## src/rtl/ds_operand_stage.sv

```systemverilog
// Decode-stage pipeline register: latches PC/payload/sources, resolves operands through an
// N-producer bypass network and interlocks while the winning producer's result is not ready.
module ds_operand_stage #(
   parameter int unsigned XLEN      = 32,
   parameter int unsigned RADDR_W   = 5,
   parameter int unsigned NUM_SRC   = 2,
   parameter int unsigned NUM_FWD   = 3,
   parameter int unsigned PAYLOAD_W = 64,
   parameter int unsigned CNT_W     = 16
) (
   input  logic                       clk,
   input  logic                       resetn,
   input  logic                       fs2ds_valid,
   output logic                       ds_allowin,
   input  logic [31:0]                fs_pc,
   input  logic [PAYLOAD_W-1:0]       fs_payload,
   input  logic [NUM_SRC*RADDR_W-1:0] fs_src_addr,
   input  logic [NUM_SRC-1:0]         fs_src_used,
   input  logic                       flush,
   output logic                       ds2es_valid,
   input  logic                       es_allowin,
   output logic                       ds_valid,
   output logic [31:0]                ds_pc,
   output logic [PAYLOAD_W-1:0]       ds_payload,
   output logic [NUM_SRC*RADDR_W-1:0] rf_raddr,
   input  logic [NUM_SRC*XLEN-1:0]    rf_rdata,
   input  logic [NUM_FWD-1:0]         fwd_valid,
   input  logic [NUM_FWD-1:0]         fwd_we,
   input  logic [NUM_FWD-1:0]         fwd_ready,
   input  logic [NUM_FWD*RADDR_W-1:0] fwd_dest,
   input  logic [NUM_FWD*XLEN-1:0]    fwd_data,
   output logic [NUM_SRC*XLEN-1:0]    ds_src_data,
   output logic                       ds_stall,
   input  logic                       stat_clr,
   output logic [CNT_W-1:0]           stall_cycles
);

   logic                       valid_q, valid_d;
   logic [31:0]                pc_q;
   logic [PAYLOAD_W-1:0]       payload_q;
   logic [NUM_SRC*RADDR_W-1:0] src_addr_q;
   logic [NUM_SRC-1:0]         src_used_q;
   logic [CNT_W-1:0]           cnt_q, cnt_d;
   logic [NUM_SRC-1:0]         hz;
   logic                       ready_go;
   logic                       capture;

   // Producers are scanned oldest-first so the youngest match overwrites and wins.
   always_comb begin
      hz          = '0;
      ds_src_data = '0;
      for (int i = 0; i < NUM_SRC; i++) begin
         if (src_addr_q[i*RADDR_W +: RADDR_W] != '0) begin
            ds_src_data[i*XLEN +: XLEN] = rf_rdata[i*XLEN +: XLEN];
         end
         for (int k = NUM_FWD - 1; k >= 0; k--) begin
            if (fwd_valid[k] && fwd_we[k] && src_used_q[i] &&
                (src_addr_q[i*RADDR_W +: RADDR_W] != '0) &&
                (fwd_dest[k*RADDR_W +: RADDR_W] == src_addr_q[i*RADDR_W +: RADDR_W])) begin
               ds_src_data[i*XLEN +: XLEN] = fwd_data[k*XLEN +: XLEN];
               hz[i]                       = ~fwd_ready[k];
            end
         end
      end
   end

   always_comb begin
      ds_stall    = valid_q & (|hz);
      ready_go    = ~ds_stall;
      ds_allowin  = ~valid_q | (ready_go & es_allowin);
      ds2es_valid = valid_q & ready_go & ~flush;
      capture     = fs2ds_valid & ds_allowin & ~flush;
   end

   always_comb begin
      valid_d = valid_q;
      if (flush) begin
         valid_d = 1'b0;
      end else if (ds_allowin) begin
         valid_d = fs2ds_valid;
      end
   end

   always_comb begin
      cnt_d = cnt_q;
      if (stat_clr) begin
         cnt_d = '0;
      end else if (ds_stall && (cnt_q != {CNT_W{1'b1}})) begin
         cnt_d = cnt_q + 1'b1;
      end
   end

   always_ff @(posedge clk or negedge resetn) begin
      if (!resetn) begin
         valid_q    <= 1'b0;
         pc_q       <= '0;
         payload_q  <= '0;
         src_addr_q <= '0;
         src_used_q <= '0;
         cnt_q      <= '0;
      end else begin
         valid_q <= valid_d;
         cnt_q   <= cnt_d;
         if (capture) begin
            pc_q       <= fs_pc;
            payload_q  <= fs_payload;
            src_addr_q <= fs_src_addr;
            src_used_q <= fs_src_used;
         end
      end
   end

   assign ds_valid     = valid_q;
   assign ds_pc        = pc_q;
   assign ds_payload   = payload_q;
   assign rf_raddr     = src_addr_q;
   assign stall_cycles = cnt_q;

endmodule

```

## config.mk

```make
export PLATFORM = sky130hd
export DESIGN_NAME = ds_operand_stage
export DESIGN_NICKNAME = d
export VERILOG_FILES = /design/src/rtl/ds_operand_stage.sv
export SDC_FILE = /design/constraint.sdc
export NUM_CORES = 1
export LEC_CHECK = 0
export CELL_PAD_IN_SITES_DETAIL_PLACEMENT = 0
export CELL_PAD_IN_SITES_GLOBAL_PLACEMENT = 1
export CORE_AREA = 2 2 189 191
export DETAILED_ROUTE_END_ITERATION = 6
export DIE_AREA = 0 0 191 193
export PLACE_DENSITY_LB_ADDON = 0.12
export SLEW_MARGIN = 20
export SYNTH_ARGS = -nofsm -noshare
export SYNTH_HDL_FRONTEND = slang
export SYNTH_SLANG_ARGS = --single-unit
```

## constraint.sdc

```tcl
create_clock -name clk -period 4.65 [get_ports clk]
set_clock_uncertainty 0.1 [all_clocks]
set_input_delay 0.93 -clock clk [delete_from_list [all_inputs] [get_ports clk]]
set_output_delay 0.93 -clock clk [all_outputs]
set_load 0.01 [all_outputs]
```

# Word level (Yosys, flattened, before mapping)
# Cells that the tools add are included.
[word_totals]
register_bits = 125
latchBits = 0
ram_bits = 0
romBits = 0
input_bits = 298
memories = 0
[classes]
addsub = 1
multipliers = 0
n_div = 0
magnitude_cmp = 0
n_eq_ne = 7
shift = 0
mux = 18
bitwise = 13
reduce_logical = 27
[ops]
columns = ["operator", "count"]
rows = [
  ["$mux 32", 8],
  ["$mux 16", 2],
  ["$eq 5x5->1", 6],
  ["$logic_and 1x1->1", 22],
  ["$add 16x1->16 const B", 1],
  ["$ne 16x16->1 const B", 1],
  ["$reduce_bool 5->1", 2],
  ["$mux 1", 8],
  ["$and 1x1->1", 6],
  ["$not 1->1", 6],
  ["$reduce_bool 2->1", 2],
  ["$reduce_or 2->1", 1],
  ["$or 1x1->1", 1],
]

# Logic depth before layout (Yosys ltp)
# Gate-level depths: netlist of run 1.
[depth]
depth_word = 14
depth_mapped = 11

# Worst setup path before layout of run 1
# No wires, ideal clock.
[synth_timing]
path_type = "input to output"
start = "in fwd_dest[0]"
end = "out ds_allowin"
arrival_ns = 2.822
t_required_ns = 3.620
slack_ns = 0.798
path_stages = 9
n_path_buf = 3
path_cell_list = "xnor2_1 nand4_1 or4_1 clkbuf_1 a221oi_1 buf_2 buf_2 nand2_1 nand2_1"
[synth_via]
elab_chain_len = 8
word_cells_on_any_way = 11
classes_between = "2 x eq/ne; 2 x mux; 4 x bitwise; 3 x reduce/logical"
[synth_rtl]
columns = ["element", "line_no", "text"]
rows = [
  ["start, declared", "30", "input logic [NUM_FWD*RADDR_W-1:0] fwd_dest,"],
  ["$eq 5x5->1", "59", "(fwd_dest[k*RADDR_W +: RADDR_W] == src_addr_q[i*RADDR_W +: RADDR_W])) begin"],
  ["$logic_and 1x1->1", "58", "(src_addr_q[i*RADDR_W +: RADDR_W] != '0) &&"],
  ["$mux 1", "57", "if (fwd_valid[k] && fwd_we[k] && src_used_q[i] &&"],
  ["$reduce_or 2->1 *", "68", "ds_stall = valid_q & (|hz);"],
  ["$and 1x1->1 *", "68", ""],
  ["$not 1->1 *", "69", "ready_go = ~ds_stall;"],
  ["$and 1x1->1 *", "70", "ds_allowin = ~valid_q | (ready_go & es_allowin);"],
  ["$or 1x1->1 *", "70", ""],
  ["end, declared", "14", "output logic ds_allowin,"],
]
# Every way passes the cells marked *; elsewhere a longest branch is shown, timed or not.

# Final worst setup path of run 1
[layout_timing]
start = "in fwd_dest[14]"
end = "out ds_src_data[24]"
[layout_via]
elab_chain_len = 5
[layout_rtl]
columns = ["element", "line_no", "text"]
rows = [
  ["$eq 5x5->1", "59", ""],
  ["$logic_and 1x1->1", "58", ""],
  ["$mux 32 (3 in series)", "57", ""],
  ["end, declared", "32", "output logic [NUM_SRC*XLEN-1:0] ds_src_data,"],
]
# No other way between the ends.

==> results of run 1 <==
final cells by class:
class | instances | area share (%)
sequential | 125 | 21.9
tap | 461 | 4.03
clock buffer | 20 | 3.26
inverter | 3 | 0.0788
clock inverter | 12 | 1.03
multi-input combinational | 572 | 31.3
timing repair buffer | 538 | 38.3
antenna | 6 | 0.105
placed cells by master, fill, tap and decap left out, types with 3 or more instances in the layout:
| master | synthesis | layout |
|---|---|---|
| a21oi_2 | 0 | 3 |
| buf_4 | 3 | 40 |
| nand2_1 | 77 | 77 |
| inv_1 | 3 | 3 |
| mux2_1 | 20 | 20 |
| a21oi_1 | 48 | 45 |
| diode_2 | 0 | 6 |
| buf_12 | 0 | 10 |
| a21o_1 | 32 | 32 |
| nor2_1 | 5 | 4 |
| inv_6 | 0 | 6 |
| dlymetal6s2s_1 | 0 | 29 |
| clkdlybuf4s50_1 | 0 | 456 |
| o31ai_1 | 13 | 13 |
| or4_1 | 19 | 16 |
| clkbuf_16 | 0 | 18 |
| xor2_1 | 8 | 8 |
| nor2b_1 | 33 | 33 |
| clkbuf_8 | 0 | 3 |
| and3_1 | 4 | 4 |
| o21ai_0 | 34 | 34 |
| or4_4 | 0 | 3 |
| mux2i_1 | 34 | 33 |
| mux2_2 | 153 | 153 |
| nand4_1 | 10 | 10 |
| xnor2_1 | 22 | 22 |
| nand3_1 | 40 | 40 |
| dfrtp_1 | 125 | 125 |
flip-flops by register name, indices dropped and copies added, names as in the netlist:
| register | count |
|---|---|
| ds_valid | 1 |
| ds_pc | 32 |
| ds_payload | 64 |
| src_used_q | 2 |
| rf_raddr | 10 |
| stall_cycles | 16 |
worst register-to-register path, delay by kind of cell, from the launching register on:
| kind | cells | cell delay [ns] |
|---|---|---|
| AOI/OAI and AO/OA | 3 | 0.92 |
| buffers and inverters | 3 | 0.71 |
| DFF | 1 | 0.49 |
| muxes | 2 | 0.44 |
| and+or+nand+nor | 2 | 0.82 |
cell families (layout without fill, tap and decap cells):
family	Yosys count	in the layout	synth area share [%]
fa+ha+maj	1	1	0.160
simple gates	201	201	13.3
buf+inv	64	573	3.41
compound gates	133	133	10.4
mux	207	207	29.3
flops	125	125	40.1
other cells	0	6	0
xor+xnor	30	30	3.36
timing repair:
action                                  4_1_cts  5_1_grt
buffers inserted                              0        6
endpoints found under the setup margin        9       35
gates cloned                                  0        1
pin swaps                                     1        2
resized for setup                             3       37
path summary, 6_finish.rpt:
path	slack, ns	depth (start not counted)	to	start
worst max-delay path	0.08	12	ds_src_data[24]	fwd_dest[14]
worst min-delay path	0.38	1	ds_payload[18]	ds_payload[18]
worst max register to register	1.04	10	ds_pc[8]	rf_raddr[6]
worst min register to register	0.38	1	ds_payload[18]	ds_payload[18]
max in group asynchronous	3.12	2	ds_pc[15]	resetn
min in group asynchronous	0.49	1	ds_payload[24]	resetn
routing by layer:
layer	vias to the layer above	GRT usage (%)	wire, um
li1	3769	-	-
met1	3798	20.8	14000
met2	340	32.9	18200
met3	38	8.49	3970
met4	6	6.77	591
met5	-	0	40
stage by stage:
step | hold WS [ns] | setup slack [ns] | area (sq um) | TNS (ns)
2_1_floorplan | 0.400 | 0.798 | 7810 | 0
4_1_cts | 0.392 | 0.0000890 | 14100 | 0
6_report | 0.384 | 0.0808 | 14300 | 0
5_1_grt | 0.403 | -0.0512 | 14300 | -0.0512
3_5_place_dp | 0.374 | -0.0420 | 13500 | -0.112
3_3_place_gp | 0.366 | -0.0425 | 13500 | -0.115
power groups by stage:
stage               Combinational [W]  Clock [W]  Sequential [W]
global placement              0.00146          0         0.00140
global route                  0.00155    0.00148         0.00141
detailed placement            0.00146          0         0.00141
CTS                           0.00147    0.00144         0.00139
floorplan                    0.000459          0         0.00146
finish                        0.00144    0.00140         0.00139
==> flow_metrics.tcl, run 1 <==
set metrics [dict create \
    cts-buffers-inserted 17 \
    fmax_mhz 219 \
    yosysWarnings 0 \
    cp_cell_sequence "clkdlybuf4s50_1 -> buf_4 -> xor2_1 -> nor4_1 -> buf_4 -> nand4_1 -> buf_12 -> nand3_1 -> a21oi_2 -> a21o_1 -> mux2_2 -> clkdlybuf4s50_1" \
    p_int_w 0.00301 \
    path_max_fanout 32 \
    drt_iter0_drc 243 \
    synth_commonest_cells "mux2_2, dfrtp_1, nand2_1" \
    cp.arrival_ns 3.54 \
    finalNonFillerCells 1737 \
    power_frac_comb_pct 34.1 \
    syn_avg_cell_area_sq_um 10.3 \
    drive_gt1_share_pct 19.8 \
    core_area_sq_mm 0.0350 \
    synth_nets 1060 \
    die_area_sq_mm 0.0369 \
    yosys.cell_types.count 37 \
    seqCellArea_sq_mm 0.00313 \
    p_sw_w 0.00121 \
    ir_worst_vdd_mv 0.183 \
    fp-row-count 69 \
    slowest_delay_ns 0.48 \
    insertion_delay_ns 0.42 \
    synth_ff_type "dfrtp_1" \
    critPathKind "in -> out" \
    dpl.hpwl_um 28500 \
    nNetsFinal 1556 \
    cp-start-kind "primary input" \
    post-synth-top-area-fraction_pct 40.1 \
    antenna_left 0 \
    gr-total-overflow 0 \
    drc 0 \
    cts_sinks 125 \
    cp_top_family "buffers and inverters" \
    slew_headroom_pct 41.6 \
    place_inst 1692 \
    p_clk_share_pct 33.1 \
    synth_most_common_cell "mux2_2" \
    finalPower_w 0.00422 \
    status "finished clean" \
    hold_violations 0 \
    finalCritPeriodShare_pct 98.3 \
    post_drt_wl_per_cell_um 21.2 \
    antenna_found_initial 8 \
    crit_required_ns 3.62 \
    grt_pass1_wl_um 52600 \
    critPathSlowestCell "clkdlybuf4s50_1" \
    finalSetupViolCount 0 \
    swShare_pct 28.8 \
    first_pass_iters 4 \
    grt_pass1_vias 8325 \
    port_buffers 487 \
    tightest_slew_ns 0.875 \
    p_seq_share_pct 32.8 \
    multiInputGateArea_sq_mm 0.00448 \
    cts_max_path_buffers 2 \
    drt-total-wl_um 36800 \
    synth-edff-count 0 \
    synth.top_cells.by_area "dfrtp_1, mux2_2, mux2i_1" \
    die_w_um 191 \
    die_y_um 193 \
    hold_path.class "reg -> reg" \
    cellPowerDensity_mw_per_mm2 295 \
    max_cap_viol_count 0 \
    io_pins 488 \
    ys_ff_latch 125 \
    ys_async_sr_fraction_pct 100 \
    synthToLayoutAreaGrowth_pct 83.1 \
    endpoint_kind "primary output" \
    start_util_pct 22.3 \
    synth_area_leader_cell "dfrtp_1" \
    vias 7951 \
    grt_max_degree 92 \
    cts.htree.levels 4 \
    cts-hold-fix-buffers 0 \
    gp_congestion 0.785 \
    fillCellCount 3449 \
    netlist_area_sq_mm 0.00781 \
    seq_area_frac_synth_pct 40.1 \
    vias_per_cell 4.58 \
    cts_tree "yes" \
    clkTransAtPathRegs_ns 0.06 \
    rsz0062_at_grt "yes" \
    utilization_pct 40.9 \
    slew_violations 0 \
    leakagePower_nw 6.10 \
    globalRouteTotalUtil_pct 19.1 \
    synth_cells 761 \
    root_buffer "clkbuf_16" \
    crit_buf_inv 5 \
    min_period_ns 4.57 \
]
Note: power is estimated with default switching activity, not from simulation.
==> inputs of run 2 (changes only) <==
Settings changed: SKIP_CTS_REPAIR_TIMING from default to 1.
==> flow_metrics.tcl, run 2 (synthesis results as in run 1) <==
set metrics [dict create \
    port_buffers 487 \
    cts_tree "yes" \
    fillCellCount 3441 \
    core_area_sq_mm 0.0350 \
    dpl.hpwl_um 28500 \
    finalCritPeriodShare_pct 97.8 \
    drc 0 \
    hold_path.class "reg -> reg" \
    largest_reg_flops 64 \
    gp_congestion 0.785 \
    cp.arrival_ns 3.52 \
    wl_met3_um 3980 \
    multiInputGateArea_sq_mm 0.00450 \
    cts_sinks 125 \
    slew_violations 0 \
    routed-wl-met2_um 18200 \
    start_util_pct 22.3 \
    place_ws_ns -0.0420 \
    gr-total-overflow 0 \
    drt-met1-wl_um 14000 \
    drt-total-wl_um 36800 \
    setup_slack_ns 0.100 \
    reg2reg_to "ds_pc[8]" \
    antenna_left 0 \
    layout_commonest_cell "clkdlybuf4s50_1" \
    fp-row-count 69 \
    path_max_fanout 2 \
    rsz0062_at_grt "no" \
    hold_violations 0 \
    clkTransAtPathRegs_ns 0.06 \
    cellPowerDensity_mw_per_mm2 295 \
    antenna_found_initial 8 \
    leakagePower_nw 6.14 \
    grt_pass1_wl_um 52600 \
    io_pins 488 \
    highest_layer "met5" \
    die_y_um 193 \
    tightest_slew_ns 0.870 \
    post_drt_wl_per_cell_um 21.2 \
    vias_per_cell 4.58 \
    fmax_mhz 220 \
    globalRouteTotalUtil_pct 19.1 \
    crit_required_ns 3.62 \
    drt_iter0_drc 229 \
    finalSetupViolCount 0 \
    worstSetupStartpoint "fwd_dest[8]" \
    mostFrequentLayoutCells "clkdlybuf4s50_1, mux2_2, dfrtp_1" \
    synthToLayoutAreaGrowth_pct 83.5 \
    crit-reg2reg-launch "rf_raddr[6]" \
    crit_end "ds_allowin" \
    r2r_cells 10 \
    die_w_um 191 \
    max_cap_viol_count 0 \
    reg2reg_slack_ns 1.02 \
    status "finished clean" \
    grt_pass1_vias 8325 \
    grt_max_degree 92 \
    cts.htree.levels 4 \
    die_area_sq_mm 0.0369 \
    slew_headroom_pct 41.8 \
    insertion_delay_ns 0.42 \
    seqCellArea_sq_mm 0.00313 \
    critPathKind "in -> out" \
    root_buffer "clkbuf_16" \
    drive_gt1_share_pct 20.1 \
    endpoint_kind "primary output" \
    cp-start-kind "primary input" \
    hold_ws_ns 0.384 \
    vias 7957 \
    nNetsFinal 1556 \
    cts_max_path_buffers 2 \
    ir_worst_vdd_mv 0.183 \
    min_period_ns 4.55 \
    cts-buffers-inserted 17 \
    first_pass_iters 4 \
]
-- run 2: where the power goes --
| part | total (W) | switching (W) | internal [W] | leakage (nW) |
|---|---|---|---|---|
| sequential | 0.00139 | 0.000126 | 0.00126 | 1.50 |
| clock | 0.00140 | 0.000549 | 0.000848 | 0.297 |
| combinational | 0.00144 | 0.000542 | 0.000901 | 4.34 |
| total | 0.00423 | 0.00122 | 0.00301 | 6.14 |
-- run 2: final cells by class --
class / count / area share (%)
repair buffers: 538 / 38.3
clock buffers: 20 / 3.26
diodes: 6 / 0.105
well taps: 461 / 4.03
multi-input cells: 572 / 31.4
inverters: 3 / 0.0786
clock inverters: 12 / 1.03
flip-flops and latches: 125 / 21.8
-- run 2: worst min path at each step --
stage / slack, ns / start / endpoint / cells after the start
2_1_floorplan: 0.40 / src_used_q[1] / src_used_q[1] / 1
3_3_place_gp: 0.37 / ds_payload[20] / ds_payload[20] / 1
5_1_grt: 0.40 / ds_payload[11] / ds_payload[11] / 1
4_1_cts: 0.39 / ds_payload[21] / ds_payload[21] / 1
3_5_place_dp: 0.37 / ds_payload[14] / ds_payload[14] / 1
6_report: 0.38 / ds_payload[18] / ds_payload[18] / 1
-- run 2: per-layer routing --
metal,track usage (%),up-vias
met3,8.49,36
met5,0,-
li1,-,3770
met1,20.9,3807
met2,32.9,338
met4,6.77,6
-- run 2: stage by stage --
step,utilization [%],area (sq um),setup TNS (ns),power (W),instances
finish,41.0,14300,0,0.00423,1737
global route,41.0,14300,0,0.00444,1734
CTS,40.3,14100,-0.173,0.00430,1724
detailed placement,38.6,13500,-0.112,0.00286,1692
global placement,38.6,13500,-0.115,0.00286,1692
floorplan,-,7810,0,0.00192,761
-- run 2: critical path: stages --
cell	delay [ns]
clkdlybuf4s50_1	0.54
xnor2_1	0.13
nand4_1	0.23
nor4_4	0.33
mux2i_2	0.12
buf_4	0.15
a221oi_2	0.34
nand2_1	0.09
nand2_1	0.07
clkdlybuf4s50_1	0.59
==> inputs of run 3 (changes only) <==
Settings changed: ABC_AREA from default to 1, CORE_AREA 2 2 189 191 to 2 2 191 193, DIE_AREA 0 0 191 193 to 0 0 193 195.
==> flow_metrics.tcl, run 3 <==
set metrics [dict create \
    synth_most_common_cell "nand2_1" \
    yosys.cell_types.count 29 \
    cts_tree "yes" \
    synth_cells 1231 \
    die_w_um 193 \
    grt_pass1_vias 10551 \
    hold_path.class "reg -> reg" \
    clkTransAtPathRegs_ns 0.05 \
    synthToLayoutAreaGrowth_pct 74.0 \
    layout_commonest_cell "clkdlybuf4s50_1" \
    grt_max_degree 111 \
    ys_ff_latch 125 \
    hold_violations 0 \
    insertion_delay_ns 0.42 \
    ir_worst_vdd_mv 0.216 \
    synth_commonest_cells "nand2_1, nand3_1, dfrtp_1" \
    cts_max_path_buffers 2 \
    cp-start-kind "primary input" \
    slew_violations 0 \
    min_period_ns 4.48 \
    core_area_sq_mm 0.0354 \
    endpoint_kind "primary output" \
    dpl.hpwl_um 31700 \
    tightest_slew_ns 0.874 \
    antenna_left 0 \
    gp_congestion 0.926 \
    cellPowerDensity_mw_per_mm2 299 \
    largest_reg_flops 64 \
    vias 10155 \
    finalSetupViolCount 0 \
    globalRouteTotalUtil_pct 22.8 \
    fmax_mhz 223 \
    critical_path.most_common_cell "clkdlybuf4s50_1" \
    status "finished clean" \
    io_pins 488 \
    nNetsFinal 1979 \
    post_drt_wl_per_cell_um 20.3 \
    yosysWarnings 0 \
    rsz0062_at_grt "no" \
    synth_nets 1530 \
    cp.arrival_ns 3.45 \
    fp-row-count 69 \
    die_y_um 195 \
    crit_required_ns 3.62 \
    port_buffers 487 \
    cts-buffers-inserted 17 \
    first_pass_iters 5 \
    holdPathStages 2 \
    antenna_found_initial 6 \
    path_max_fanout 57 \
    mostFrequentLayoutCells "clkdlybuf4s50_1, nand2_1, nand3_1" \
    finalNonFillerCells 2156 \
    die_area_sq_mm 0.0376 \
    gr-total-overflow 0 \
    r2r_cells 15 \
    cts_sinks 125 \
    synth.top_cells.by_area "dfrtp_1, nand2_1, nand3_1" \
    max_cap_viol_count 0 \
    critPathSlowestCell "clkdlybuf4s50_1" \
    cp_cell_sequence "clkdlybuf4s50_1 -> xnor2_1 -> nand2_1 -> nor2_1 -> nand4_1 -> buf_12 -> o21ai_0 -> a21oi_1 -> o21ai_1 -> clkdlybuf4s50_1" \
    netlist_area_sq_mm 0.00825 \
    slowest_delay_ns 0.59 \
    tns_ns 0 \
    slew_headroom_pct 41.7 \
    finalCritPeriodShare_pct 96.4 \
    drt_iter0_drc 444 \
    place_inst 2122 \
    synth_ff_type "dfrtp_1" \
    fillCellCount 3699 \
    critPathKind "in -> out" \
    leakagePower_nw 6.49 \
    root_buffer "clkbuf_16" \
    drc 0 \
    cts.htree.levels 4 \
    start_util_pct 23.3 \
    vias_per_cell 4.71 \
    ys_async_sr_fraction_pct 100 \
    post-synth-top-area-fraction_pct 37.9 \
    seq_area_frac_synth_pct 37.9 \
    grt_pass1_wl_um 64800 \
    drt-total-wl_um 43700 \
    drive_gt1_share_pct 5.38 \
    synth-edff-count 0 \
    synth_area_leader_cell "dfrtp_1" \
    syn_avg_cell_area_sq_um 6.70 \
]
==> run 3: cell count changes in the layout (fill, tap and decap cells not counted), moves of 20 or more <==
cell	previous run	this run
nand2_1	77	345
nand3_1	40	232
mux2_2	153	0
o21ai_0	34	121
nor2_1	4	85
a21oi_1	45	99
inv_1	3	54
mux2i_1	33	0
nor2b_1	33	0
a21o_1	32	0
clkdlybuf4s50_1	454	486
dlymetal6s2s_1	32	0
mux2_1	20	0
==> run 3: cell type report <==
type	instances	area (sq um)	share of cell area, %
Tap cell	461	577	4.02
Timing Repair Buffer	520	5230	36.5
Clock buffer	18	439	3.06
Sequential cell	125	3130	21.8
Inverter	64	240	1.67
Multi-Input combinational cell	952	4490	31.3
Clock inverter	13	236	1.65
Antenna cell	3	7.51	0.0523
==> run 3: worst max-delay path, delay by kind of cell <==
kind / cells / cell delay [ns]
compound gates: 3 / 0.67
xor+xnor: 1 / 0.13
buf+inv: 3 / 1.33
simple gates: 3 / 0.35
==> run 3: metal layers <==
layer	part of all wire [%]	up-vias	routed length, um	GRT usage (%)
met5	0.082	-	36	0
met4	1.9	6	824	6.14
met3	9.7	41	4250	8.32
met2	49	385	21500	39.7
met1	39	4767	17100	26.0
li1	-	4956	-	-
==> run 3: path summary, 6_finish.rpt <==
| path | to | from | slack [ns] |
|---|---|---|---|
| worst max-delay path | ds_src_data[1] | fwd_dest[10] | 0.17 |
| worst min-delay path | ds_pc[27] | ds_pc[27] | 0.37 |
| worst max register to register | ds_pc[2] | rf_raddr[5] | 1.34 |
| worst min register to register | ds_pc[27] | ds_pc[27] | 0.37 |
| max in group asynchronous | ds_payload[47] | resetn | 3.02 |
| min in group asynchronous | ds_payload[32] | resetn | 0.51 |
==> run 3: stage by stage <==
step                worst slack [ns]  hold WS [ns]  instance area [sq um]  total power (W)  util, %
floorplan                       1.45         0.342                   8250          0.00187        -
global placement               0.104         0.353                  13700          0.00278     38.6
detailed placement            0.0608         0.357                  13700          0.00278     38.6
CTS                           0.0438         0.372                  14300          0.00436     40.5
global route                  0.0296         0.386                  14300          0.00453     40.5
finish                         0.165         0.367                  14400          0.00429     40.5
==> run 3: logic make-up (layout without fill, tap and decap cells) <==
logic type	count (synthesis)	count (layout)	share of synthesized area, %
xor+xnor	35	35	3.72
flops	125	125	37.9
simple gates	694	694	36.7
compound gates	222	222	13.5
other cells	0	3	0
buf+inv	154	615	8.04
fa+ha+maj	1	1	0.152
==> run 3: where the power goes <==
part	leakage [nW]	internal, W	total (W)	switching, W
registers	1.57	0.00123	0.00134	0.000114
logic	4.59	0.000753	0.00141	0.000652
clock network	0.327	0.00102	0.00154	0.000519
total	6.49	0.00300	0.00429	0.00129
